===== src/rtl/mem_access_unit_pkg.sv =====
// Shared encodings for the MEM-stage access unit: access sizes, exception codes,
// FSM states and the alignment rule used at request accept time.
package ctrl_encode_define;

    localparam logic [1:0] SZ_BYTE  = 2'd0;
    localparam logic [1:0] SZ_HALF  = 2'd1;
    localparam logic [1:0] SZ_WORD  = 2'd2;
    localparam logic [1:0] SZ_DWORD = 2'd3;

    localparam logic [4:0] EXC_ADEL = 5'd4;
    localparam logic [4:0] EXC_ADES = 5'd5;
    localparam logic [4:0] EXC_DBE  = 5'd7;

    typedef enum logic [1:0] {
        ST_IDLE,
        ST_ACCESS,
        ST_RESP
    } mau_state_e;

    // dw_ok is low on a 32-bit datapath, where a doubleword can never be aligned.
    function automatic logic misaligned(input logic [2:0] lo, input logic [1:0] size,
                                        input logic dw_ok);
        case (size)
            SZ_BYTE: return 1'b0;
            SZ_HALF: return lo[0];
            SZ_WORD: return |lo[1:0];
            default: return (|lo) || !dw_ok;
        endcase
    endfunction

endpackage


===== src/rtl/mem_access_unit_load_extend.sv =====
// Selects the addressed field of a memory read word and sign/zero-extends it
// to the full datapath width.
module load_extend
    import ctrl_encode_define::*;
#(
    parameter int DATA_W = 32
) (
    input  logic [DATA_W-1:0]            data,
    input  logic [$clog2(DATA_W/8)-1:0]  lane,
    input  logic [1:0]                   size,
    input  logic                         sgn,
    output logic [DATA_W-1:0]            ext
);

    logic [DATA_W-1:0] shifted;
    logic [DATA_W-1:0] word_ext;

    assign shifted = data >> {lane, 3'b000};

    // A word fills the whole datapath when DATA_W is 32, so there is nothing to extend.
    if (DATA_W > 32) begin : g_wide
        assign word_ext = {{(DATA_W-32){sgn & shifted[31]}}, shifted[31:0]};
    end else begin : g_narrow
        assign word_ext = shifted;
    end

    always_comb begin
        ext = shifted;
        case (size)
            SZ_BYTE: ext = {{(DATA_W-8){sgn & shifted[7]}}, shifted[7:0]};
            SZ_HALF: ext = {{(DATA_W-16){sgn & shifted[15]}}, shifted[15:0]};
            SZ_WORD: ext = word_ext;
            default: ext = shifted;
        endcase
    end

endmodule


===== src/rtl/mem_access_unit.sv =====
// MEM-stage load/store unit: alignment check, word-aligned memory handshake with
// byte enables and timeout, load extension, and flush-aware response/exception pulses.
module mem_access_unit
    import ctrl_encode_define::*;
#(
    parameter int DATA_W  = 32,
    parameter int ADDR_W  = 32,
    parameter int TIMEOUT = 16
) (
    input  logic                  clk,
    input  logic                  rstn,
    input  logic                  req_valid,
    output logic                  req_ready,
    input  logic                  req_we,
    input  logic [1:0]            req_size,
    input  logic                  req_signed,
    input  logic [ADDR_W-1:0]     req_addr,
    input  logic [DATA_W-1:0]     req_wdata,
    input  logic                  flush,
    output logic                  rsp_valid,
    output logic [DATA_W-1:0]     rsp_rdata,
    output logic                  exc_valid,
    output logic [4:0]            exc_code,
    output logic [ADDR_W-1:0]     exc_badvaddr,
    output logic                  mem_req,
    output logic                  mem_we,
    output logic [ADDR_W-1:0]     mem_addr,
    output logic [DATA_W/8-1:0]   mem_be,
    output logic [DATA_W-1:0]     mem_wdata,
    input  logic                  mem_ack,
    input  logic [DATA_W-1:0]     mem_rdata
);

    localparam int NB = DATA_W / 8;
    localparam int LB = $clog2(NB);

    mau_state_e        state_reg;
    logic [7:0]        cnt_reg;
    logic              we_reg;
    logic              sgn_reg;
    logic [1:0]        size_reg;
    logic [ADDR_W-1:0] addr_reg;
    logic              killed_reg;
    logic              rsp_pend_reg;

    logic              accept;
    logic              req_mis;
    logic [3:0]        lane_w;
    logic [3:0]        nbytes_w;
    logic [NB-1:0]     be_next;
    logic [DATA_W-1:0] wdata_next;
    logic [DATA_W-1:0] ext_data;
    logic              dead;

    assign req_ready = (state_reg == ST_IDLE) && !flush;
    assign rsp_valid = rsp_pend_reg && !flush;
    assign accept    = req_valid && req_ready;
    assign req_mis   = misaligned(req_addr[2:0], req_size, DATA_W == 64);
    assign lane_w    = 4'(req_addr[LB-1:0]);
    assign nbytes_w  = 4'd1 << req_size;
    // A flush in the same cycle as the ack/timeout must already count as killed.
    assign dead      = killed_reg || flush;

    for (genvar gi = 0; gi < NB; gi++) begin : g_lane
        assign be_next[gi] = (4'(gi) >= lane_w) && (4'(gi) < lane_w + nbytes_w);
        assign wdata_next[gi*8 +: 8] =
            (req_size == SZ_BYTE) ? req_wdata[7:0] :
            (req_size == SZ_HALF) ? req_wdata[(gi%2)*8 +: 8] :
            (req_size == SZ_WORD) ? req_wdata[(gi%4)*8 +: 8] :
                                    req_wdata[gi*8 +: 8];
    end

    load_extend #(.DATA_W(DATA_W)) u_load_extend (
        .data (mem_rdata),
        .lane (addr_reg[LB-1:0]),
        .size (size_reg),
        .sgn  (sgn_reg),
        .ext  (ext_data)
    );

    always_ff @(posedge clk or negedge rstn) begin
        if (!rstn) begin
            state_reg    <= ST_IDLE;
            cnt_reg      <= '0;
            we_reg       <= 1'b0;
            sgn_reg      <= 1'b0;
            size_reg     <= '0;
            addr_reg     <= '0;
            killed_reg   <= 1'b0;
            rsp_pend_reg <= 1'b0;
            rsp_rdata    <= '0;
            exc_valid    <= 1'b0;
            exc_code     <= '0;
            exc_badvaddr <= '0;
            mem_req      <= 1'b0;
            mem_we       <= 1'b0;
            mem_addr     <= '0;
            mem_be       <= '0;
            mem_wdata    <= '0;
        end else begin
            exc_valid    <= 1'b0;
            rsp_pend_reg <= 1'b0;
            case (state_reg)
                ST_IDLE: begin
                    if (accept) begin
                        we_reg     <= req_we;
                        sgn_reg    <= req_signed;
                        size_reg   <= req_size;
                        addr_reg   <= req_addr;
                        killed_reg <= 1'b0;
                        cnt_reg    <= '0;
                        if (req_mis) begin
                            exc_valid    <= 1'b1;
                            exc_code     <= req_we ? EXC_ADES : EXC_ADEL;
                            exc_badvaddr <= req_addr;
                        end else begin
                            state_reg <= ST_ACCESS;
                            mem_req   <= 1'b1;
                            mem_we    <= req_we;
                            mem_addr  <= {req_addr[ADDR_W-1:LB], {LB{1'b0}}};
                            mem_be    <= be_next;
                            mem_wdata <= wdata_next;
                        end
                    end
                end
                ST_ACCESS: begin
                    if (flush) begin
                        killed_reg <= 1'b1;
                    end
                    if (mem_ack) begin
                        mem_req   <= 1'b0;
                        mem_we    <= 1'b0;
                        state_reg <= ST_RESP;
                        if (!dead) begin
                            rsp_pend_reg <= 1'b1;
                            rsp_rdata    <= we_reg ? '0 : ext_data;
                        end
                    end else if (cnt_reg == 8'(TIMEOUT - 1)) begin
                        mem_req   <= 1'b0;
                        mem_we    <= 1'b0;
                        state_reg <= ST_IDLE;
                        if (!dead) begin
                            exc_valid    <= 1'b1;
                            exc_code     <= EXC_DBE;
                            exc_badvaddr <= addr_reg;
                        end
                    end else begin
                        cnt_reg <= cnt_reg + 8'd1;
                    end
                end
                ST_RESP: begin
                    state_reg <= ST_IDLE;
                end
                default: begin
                    state_reg <= ST_IDLE;
                end
            endcase
        end
    end

endmodule


===== config.mk =====
export PLATFORM = sky130hd
export DESIGN_NAME = mem_access_unit
export DESIGN_NICKNAME = d
export VERILOG_FILES = /design/src/rtl/mem_access_unit_pkg.sv /design/src/rtl/mem_access_unit_load_extend.sv /design/src/rtl/mem_access_unit.sv
export SDC_FILE = /design/constraint.sdc
export NUM_CORES = 1
export LEC_CHECK = 0
export CORE_UTILIZATION = 49
export CTS_BUF_LIST = sky130_fd_sc_hd__clkbuf_8
export CTS_CLUSTER_SIZE = 10
export DETAILED_ROUTE_END_ITERATION = 8
export GPL_TIMING_DRIVEN = 0
export PLACE_DENSITY = 0.82
export SETUP_SLACK_MARGIN = 0.15
export SLEW_MARGIN = 20
export SYNTH_ARGS = -nofsm -noshare
export SYNTH_HDL_FRONTEND = slang
export SYNTH_SLANG_ARGS = --single-unit

===== constraint.sdc =====
create_clock -name clk -period 2.3 [get_ports clk]
set_clock_uncertainty 0.05 [all_clocks]
set_input_delay 0.46 -clock clk [delete_from_list [all_inputs] [get_ports clk]]
set_output_delay 0.46 -clock clk [all_outputs]
set_load 0.02 [all_outputs]

Word level (Yosys, flattened, before mapping). Index checks and enable logic that the tools add are counted. W data, S select, Z words.

Flip-flop bits (word level): 186. Bits of input ports: 105. Output and inout bits: 142. Word-level logic and storage cells: 118.

Add/sub/neg operators: 2. Magnitude comparators: 8. Equal/unequal tests: 14. Shifts and indexed selects: 2. Muxes and demuxes: 49. Bitwise logic cells: 4. Reduce and logical (&&, ||, !) cells: 22.

Operators by type and width (number): $mux W32 (6); $pmux W32 S2 (2); $mux W8 (8); $shr A32 B5 Y32 (1); $mux W5 (5); $mux W1 (16); $ne A2 B2 Y1 const B (8); $pmux W8 S2 (1); $reduce_and A3 Y1 (4); $pmux W5 S2 (1); $add A8 B1 Y8 const B (1); $eq A8 B4 Y1 const B (1); $lt A1 B4 Y1 const A (2); $lt A2 B4 Y1 const A (2); $mux W2 (4); $pmux W1 S2 (4); $reduce_and A4 Y1 (2); $logic_and A1 B1 Y1 (7); $eq A2 B1 Y1 const B (3); $logic_not A2 Y1 (3); $reduce_and A6 Y1 (1); $add A2 B4 Y4 (1); $ge A1 B2 Y1 const A (2); $ge A2 B2 Y1 const A (2); other kinds (12) (14).

Logic depth before layout (Yosys ltp). Gate-level depths: netlist (run 1).

Depth in word-level cells: 5. Gate-level depth with buffers: 9. Depth with buffers taken out: 7.

By module. A second synthesis (run 1) with hierarchy kept.

Cells, all modules: 820. Area, all modules: 8954.8 µm².

Modules (own cells, without submodules): mem_access_unit (times used 1, cells an instance 714, area each 8146.6 µm², sequential area each 4604.4 µm²); load_extend (times used 1, cells an instance 106, area each 808.3 µm², sequential area each 0.0 µm²).

Worst setup path after synthesis (run 1). No wires, ideal clock.

Path type: input-to-reg. From: input req_size[0]. To: register mem_be[3]. Setup time: 0.125 ns. Arrival: 1.939 ns. Data required time: 2.125 ns. Setup slack: 0.186 ns. Stages: 8. Buffers on the path: 2. Cell sequence: clkbuf_1 -> buf_2 -> nand2b_1 -> xnor2_1 -> ha_1 -> a211oi_1 -> a41oi_1 -> mux2_2.

Word-level cells in the longest chain between the ends: 4. Elaborated cells on any way between the ends: 10. Those cells by class: add/sub (1); order compare (1); eq/ne (2); shift (1); mux (1); bitwise (1); reduce/logical (3).

RTL lines: from (decl) (line mem_access_unit.sv:15) `input logic [1:0] req_size,`; $shl A1 B2 Y4 (tied with other cells) (line mem_access_unit.sv:60) `assign nbytes_w = 4'd1 << req_size;`; $add A2 B4 Y4 or $pmux W1 S3 (tied branches) (line mem_access_unit.sv:65, mem_access_unit_pkg.sv:23); $lt A2 B4 Y1 or $not A1 Y1 (tied branches); $logic_and A1 B1 Y1 or $reduce_and A3 Y1 (tied branches); to (signal assigned) (line mem_access_unit.sv:121) `mem_be <= be_next;`; to (decl) (line mem_access_unit.sv:28) `output logic [DATA_W/8-1:0] mem_be,`.

Several ways; a longest one is shown, not always the timed one. A chain may end at the register's enable or synchronous reset.

Worst setup path after layout (run 1).
From: register state_reg[0]. To: register exc_badvaddr[4].

Word-level cells in the longest chain between the ends: 5. Elaborated cells on any way between the ends: 12. Those cells by class: eq/ne (6); mux (1); reduce/logical (5).

RTL lines: from (decl) (line mem_access_unit.sv:37) `mau_state_e state_reg;`; from (signal assigned) (line mem_access_unit.sv:83) `state_reg <= ST_IDLE;`; from (signal assigned) (line mem_access_unit.sv:117) `state_reg <= ST_ACCESS;`; from (signal assigned) (line mem_access_unit.sv:133) `state_reg <= ST_RESP;`; $logic_not A2 Y1 (line mem_access_unit.sv:55, mem_access_unit.sv:103); $logic_and A1 B1 Y1 (line mem_access_unit.sv:55) `assign req_ready = (state_reg == ST_IDLE) && !flush;`; $logic_and A1 B1 Y1 (line mem_access_unit.sv:57) `assign accept = req_valid && req_ready;`; $ne A2 B2 Y1 (no source line); $reduce_and A6 Y1 (no source line); to (signal assigned) (line mem_access_unit.sv:115) `exc_badvaddr <= req_addr;`; to (signal assigned) (line mem_access_unit.sv:145) `exc_badvaddr <= addr_reg;`; to (decl) (line mem_access_unit.sv:24) `output logic [ADDR_W-1:0] exc_badvaddr,`.

Several ways; a longest one is shown, not always the timed one.

==> summary.md, run 1 <==
| Metric | Value |
|---|---|
| Placer congestion estimate | 0.899 |
| CTS root buffer | clkbuf_8 |
| Buffer and inverter count on the worst path | 4 |
| Row cnt | 47 |
| Share of cells above drive strength 1 | 0.115 |
| Min-delay worst type | in2reg |
| Outcome | complete, no violations |
| Worst path depth | 8 |
| Initial Util | 0.505 |
| LEAKAGE | 5.74 nW |
| Largest net degree at the start of global routing | 78 |
| Dominant synthesized flop cell | dfrtp_1 |
| Layout fillers | 1286 |
| Vias in the first global route | 7320 |
| Final TNS setup | 0 ns |
| All-Layer GR Usage | 0.284 |
| Crit path time final | 2.22 ns |
| Max-slew headroom | 0.582 |
| Post-synth EDFFs | 0 |
| CP delay by family, top | buffers and inverters |
| CP endpoint kind | flip-flop |
| First DRT Iteration DRCs | 372 |
| GRT overflow | 0 |
| Detailed-route vias per instance | 5.25 |
| Port Buf Inserts | 240 |
| First-pass GRT wire length | 39100 um |
| Detailed Route WL | 24700 um |
| Post-Syn Area | 8410 um^2 |
| Post-DP HPWL | 17700 um |
| Final hold violation count | 0 |
| Synth cell types | 53 |
| Clock-pin slew of the registers on the worst-case setup and hold paths | 0.10 ns |
| Clock Path Buffers | 2 |
| ANT nets after route | 0 |
| Syn Inst Count | 903 |
| Chip width | 133 um |
| CP max-delay cell | or4b_4 |
| Synthesized area per cell | 9.31 um^2 |
| Fmax | 450 MHz |
| # IOs | 247 |
| CTS Buf Count | 17 |
| Worst Reg-to-Reg Cells | 8 |
| Final worst slack | 0.0798 ns |
| Nets | 1290 |
| Synth top area share | 0.548 |
| CP dominant cell by count | buf_12 |
| Worst-skew pair later-pin latency | 0.45 ns |
| Synth area leaders | dfrtp_1 55%, nand2_1 17%, mux2i_1 4.6% |
| YS warnings | 0 |
| Seq cells post-synth | 184 |
| Asr flop ratio synth | 1.00 |
| Initial antenna violation count | 2 |
| Routed vias | 7435 |
| Final Max Slew Viols | 0 |
| Worst-margin pin slew | 0.627 ns |
| Setup CP Type | reg2reg |
| Max_cap viols | 0 |
| Worst-path cell chain | or4b_4, buf_8, a21oi_4, a41o_1, buf_12, buf_12, buf_16, mux2_4 |
| PD cells | 917 nW/um^2 |
| Sequential-to-total area share from yosys stat | 0.548 |
| CTS H-tree lvls | 4 |
| Max stage delay on crit path | 0.53 ns |
| RSZ-0062 raised after global routing | yes |
| Largest area contributor in the netlist | dfrtp_1 |
| Die Area | 17700 um^2 |
| Post-Place Worst Slack | -0.641 ns |
| Synth-to-Final Area Change | 42.7% |
| Critical path peak fanout | 7 |
| VDD IR max | 0.519 mV |
| Final setup violation count | 0 |
| Hold Crit Depth | 3 |
| CP required | 2.60 ns |
| DRT Pass-1 Iters | 7 |
| Core area | 16600 um^2 |
| Post-route DRC | 0 |
| Critical path startpoint category | flip-flop |
| Avg WL per Cell | 17.5 um |
| Worst EP arrival | 2.52 ns |
| Die Ht | 133 um |
| CTS tree | yes |
| Post-route clock period utilization | 0.965 |
| Clk sinks | 184 |
## worst paths after layout
kind	start	to	slack (ns)
worst max register to register	state_reg[0]$_DFFE_PN0P_	exc_badvaddr[4]$_DFFE_PN0P_	0.08
min in group asynchronous	rstn	rsp_rdata[28]$_DFFE_PN0P_	0.42
worst max-delay path	state_reg[0]$_DFFE_PN0P_	exc_badvaddr[4]$_DFFE_PN0P_	0.08
worst min-delay path	req_addr[1]	addr_reg[1]$_DFFE_PN0P_	0.38
worst min register to register	we_reg$_DFFE_PN0P_	we_reg$_DFFE_PN0P_	0.43
max in group asynchronous	rstn	addr_reg[23]$_DFFE_PN0P_	0.78
## cells in the mapped netlist (5+ instances only)
cell type	count
a22o_1	9
nand3_1	6
nor2_1	15
a22oi_1	16
mux2_1	27
nand3b_1	9
nand2_1	375
mux2i_1	39
dfrtp_1	184
a21oi_1	21
buf_1	5
buf_2	12
clkbuf_1	37
o21ai_0	58
mux2_2	14
inv_1	9
## worst min-delay path: stages
cell      delay [ns]
clkbuf_1        0.23
nand2_1         0.12
nand2_1         0.04
## cell usage in the layout, fill, tap and decap left out, types with 8 or more instances in the layout
cell type,n
nand3b_1,9
clkdlybuf4s50_1,235
clkbuf_2,13
clkbuf_1,23
a22o_1,9
mux2i_1,39
buf_4,17
nand2_1,375
mux2_4,27
o21ai_0,56
a22oi_1,16
nor2_1,15
inv_1,9
mux2_2,9
dfrtp_1,184
a21oi_1,21
buf_2,8
clkbuf_8,21
## per-stage QoR
stage,hold slack [ns],instance area [um^2],power (mW),instances,util
after CTS,0.355,11800,10.9,1410,0.711
after global routing,0.414,12000,11.6,1417,0.721
after detailed placement,0.304,11200,8.64,1368,0.670
after floorplan,0.114,8420,6.51,906,-
after global placement,0.404,11100,8.54,1366,0.667
final,0.382,12000,11.0,1417,0.721
## what timing repair did
| item | 4_1_cts | 5_1_grt |
|---|---|---|
| pin swaps | 0 | 4 |
| endpoints found under the setup margin | 93 | 157 |
| cloned | 3 | 0 |
| hold endpoints to repair | 37 | 0 |
| buffers inserted | 6 | 5 |
| hold buffers | 1 | 0 |
| gates resized for setup | 38 | 50 |
## layout make-up
class	count	area (um^2)	area share
Tap cell	220	275	0.0229
Antenna cell	2	5.00	0.000417
Timing Repair Buffer	257	2660	0.221
Clock buffer	21	289	0.0241
Sequential cell	184	4600	0.384
Inverter	9	33.8	0.00282
Buffer	63	365	0.0304
Multi-Input combinational cell	650	3660	0.305
Clock inverter	11	110	0.00918
## per-layer routing
metal | GRT usage | wire, um | vias to the layer above | part of all wire
met5 | 0 | 0 | - | 0
met4 | 0.112 | 803 | 0 | 0.032
met3 | 0.0575 | 1720 | 52 | 0.069
met2 | 0.463 | 12100 | 279 | 0.49
met1 | 0.373 | 10100 | 3569 | 0.41
li1 | - | - | 3535 | -
## power by group
group / internal [mW] / total [mW] / switching [mW] / leakage [nW]
Clock: 0.990 / 2.18 / 1.19 / 0.196
Combinational: 2.11 / 4.30 / 2.19 / 3.22
Sequential: 4.05 / 4.52 / 0.470 / 2.32
## logic make-up after synthesis
logic type               synth area share
multiplexers                        0.104
buffers and inverters              0.0403
other                            0.000446
AND/OR/NAND/NOR                     0.210
adder cells (fa/ha/maj)           0.00446
XOR/XNOR                          0.00417
AO/OA/AOI/OAI                      0.0890
flip-flops                          0.548
No activity file was read; power rests on OpenSTA's default activity.
==> inputs of run 2 (changes only) <==
--- a/config.mk
+++ b/config.mk
@@ -9,8 +9,9 @@
 export CTS_BUF_LIST = sky130_fd_sc_hd__clkbuf_8
 export CTS_CLUSTER_SIZE = 10
 export DETAILED_ROUTE_END_ITERATION = 8
+export GPL_ROUTABILITY_DRIVEN = 0
 export GPL_TIMING_DRIVEN = 0
-export PLACE_DENSITY = 0.82
+export PLACE_DENSITY = 0.78
 export SETUP_SLACK_MARGIN = 0.15
 export SLEW_MARGIN = 20
 export SYNTH_ARGS = -nofsm -noshare
==> run 2 against run 1 <==
Against the previous run:
- sequential share of layout area is essentially flat
- sequential power is essentially flat
- largest power group unchanged
- hold slack lost 0.081 ns
- highest routed layer is now met5
- register-to-register slack gained 0.03 ns
==> summary.md, run 2 (synthesis gave the netlist of run 1 again) <==
| Metric | Value |
|---|---|
| Detailed-route vias per instance | 5.21 (was 5.25) |
| Crit path time final | 2.19 ns (was 2.22 ns) |
| Core area | 16600 um^2 (unchanged) |
| Total Power | 11.1 mW (was 11.0 mW) |
| Clock-pin slew of the registers on the worst-case setup and hold paths | 0.09 ns (was 0.10 ns) |
| Avg WL per Cell | 17.5 um (about the same) |
| Post-DP HPWL | 17400 um (was 17700 um) |
| RSZ-0062 raised after global routing | yes (unchanged) |
| Commonest non-fill, non-tap cells in the layout | 375 x nand2_1, 234 x clkdlybuf4s50_1, 183 x dfrtp_1 (was 375 x nand2_1, 235 x clkdlybuf4s50_1, 184 x dfrtp_1) |
| Chip width | 133 um (unchanged) |
| CTS root buffer | clkbuf_8 (unchanged) |
| Detailed Route WL | 24700 um (about the same) |
| Nets | 1293 (was 1290) |
| First-pass GRT wire length | 39000 um (was 39100 um) |
| Multi-input gate area | 3630 um^2 (was 3660 um^2) |
| Synth-to-Final Area Change | 42.6% (was 42.7%) |
| CTS Buf Count | 17 (unchanged) |
| Final core utilization | 0.721 (about the same) |
| Setup CP Type | reg2reg (unchanged) |
| R2R Setup Slk | 0.11 ns (was 0.08 ns) |
| CTS H-tree lvls | 4 (unchanged) |
| Fmax | 456 MHz (was 450 MHz) |
| Worst Reg-to-Reg Cells | 8 (unchanged) |
| VDD IR max | 0.493 mV (was 0.519 mV) |
| ANT nets after route | 0 (unchanged) |
| Vias in the first global route | 7220 (was 7320) |
| Critical path peak fanout | 6 (was 7) |
| GRT overflow | 0 (unchanged) |
| All-Layer GR Usage | 0.286 (was 0.284) |
| Post-route clock period utilization | 0.954 (was 0.965) |
| CTS tree | yes (unchanged) |
| Layout fillers | 1279 (was 1286) |
| Initial antenna violation count | 2 (unchanged) |
| Worst EP arrival | 2.49 ns (was 2.52 ns) |
| CP max-delay cell | or4b_4 (unchanged) |
| Share of cells above drive strength 1 | 0.110 (was 0.115) |
| Die Ht | 133 um (unchanged) |
| Max-slew headroom | 0.578 (was 0.582) |
| # IOs | 247 (unchanged) |
| RR Startpoint | state_reg[0]$_DFFE_PN0P_ (unchanged) |
| Worst-margin pin slew | 0.633 ns (was 0.627 ns) |
| CP delay by family, top | buffers and inverters (unchanged) |
| Final setup violation count | 0 (unchanged) |
| Critical path startpoint category | flip-flop (unchanged) |
| Routed vias | 7388 (was 7435) |
| Worst-path cell chain | or4b_4, buf_6, a21oi_4, a41o_1, buf_8, buf_12, buf_8, mux2_4 (was or4b_4, buf_8, a21oi_4, a41o_1, buf_12, buf_12, buf_16, mux2_4) |
| Largest net degree at the start of global routing | 97 (was 78) |
| CP endpoint kind | flip-flop (unchanged) |
| CP dominant cell by count | buf_8 (was buf_12) |
| Buffer and inverter count on the worst path | 4 (unchanged) |
| Worst-skew pair later-pin latency | 0.46 ns (was 0.45 ns) |
| PD cells | 927 nW/um^2 (was 917 nW/um^2) |
| Clock Path Buffers | 2 (unchanged) |
| CP required | 2.59 ns (was 2.60 ns) |
| Row cnt | 47 (unchanged) |
| Commonest non-fill, non-tap cell in the layout | nand2_1 (unchanged) |
| Min-delay worst type | in2async (was in2reg) |
| Initial Util | 0.505 (unchanged) |
| Outcome | complete, no violations (unchanged) |
| LEAKAGE | 5.76 nW (was 5.74 nW) |
| Post-route DRC | 0 (unchanged) |
| Max stage delay on crit path | 0.52 ns (was 0.53 ns) |
| Final Max Slew Viols | 0 (unchanged) |
| Port Buf Inserts | 240 (unchanged) |
| Final hold violation count | 0 (unchanged) |
| DRT Pass-1 Iters | 5 (was 7) |
| Die Area | 17700 um^2 (unchanged) |
| Max_cap viols | 0 (unchanged) |
| First DRT Iteration DRCs | 390 (was 372) |
| R2R Path End | exc_badvaddr[13]$_DFFE_PN0P_ (was exc_badvaddr[4]$_DFFE_PN0P_) |
| Clk sinks | 184 (unchanged) |
| Reg area | 4610 um^2 (was 4600 um^2) |
## run 2: cell types whose count changed in the layout (fill, tap and decap cells not counted), moves of 3 or more
cell,delta
mux2_1,+5
mux2_4,-8
inv_6,-3
mux2_2,+3
buf_4,+3
clkbuf_1,+4
## run 2: report_power, final
part           switching (mW)  total [mW]  internal, mW
registers               0.459        4.51          4.05
logic                    2.18        4.25          2.07
clock network            1.16        2.35          1.19
## run 2: final cells by class
cell class | instances | area share
repair buffers | 260 | 0.223
multi-input cells | 650 | 0.302
flip-flops and latches | 184 | 0.384
clock buffers | 21 | 0.0241
plain buffers | 63 | 0.0285
diodes | 1 | 0.000209
clock inverters | 10 | 0.0119
inverters | 9 | 0.00282
well taps | 220 | 0.0229
## run 2: worst max path at each step
stage                                         from  slack, ns  depth (start not counted)                            to
after global placement                        rstn      -7.11                          1  exc_badvaddr[17]$_DFFE_PN0P_
after CTS                 state_reg[0]$_DFFE_PN0P_       0.06                          8  exc_badvaddr[13]$_DFFE_PN0P_
final                     state_reg[0]$_DFFE_PN0P_       0.11                          8  exc_badvaddr[13]$_DFFE_PN0P_
after global routing      state_reg[0]$_DFFE_PN0P_       0.04                          8  exc_badvaddr[13]$_DFFE_PN0P_
after floorplan                        req_size[0]       0.19                          8         mem_be[3]$_DFFE_PN0P_
after detailed placement                     flush      -0.63                          8  exc_badvaddr[24]$_DFFE_PN0P_
## run 2: routing by layer
metal,track usage,vias to the layer above,routed length [um]
li1,-,3541,-
met1,0.374,3561,10500
met2,0.463,243,11900
met3,0.0640,41,1630
met4,0.115,2,677
met5,0,-,13
## run 2: worst reg2reg max path: stages (launching register included)
cell	delay (ns)
dfrtp_2	0.43
or4b_4	0.52
buf_6	0.14
a21oi_4	0.11
a41o_1	0.13
buf_8	0.16
buf_12	0.12
buf_8	0.12
mux2_4	0.30
## run 2: repair_timing
action / in CTS / in global routing
resized for setup: 25 / 43
gates cloned: 2 / 0
buffers inserted: 7 / 8
hold buffers: 1 / 0
endpoints found under the hold margin: 85 / 0
endpoints found under the setup margin: 93 / 153
pin swaps: 0 / 3
## run 2: through the flow
| stage | setup TNS (ns) | instance area [um^2] | std cells | hold slack (ns) | setup slack (ns) |
|---|---|---|---|---|---|
| 2_1_floorplan | 0 | 8420 | 906 | 0.114 | 0.186 |
| 6_report | 0 | 12000 | 1418 | 0.300 | 0.106 |
| 4_1_cts | 0 | 11800 | 1409 | 0.273 | 0.0629 |
| 3_5_place_dp | -57.42 | 11200 | 1368 | 0.187 | -0.628 |
| 5_1_grt | 0 | 12000 | 1418 | 0.268 | 0.0367 |
| 3_3_place_gp | -1360.23 | 11100 | 1366 | 0.404 | -7.11 |
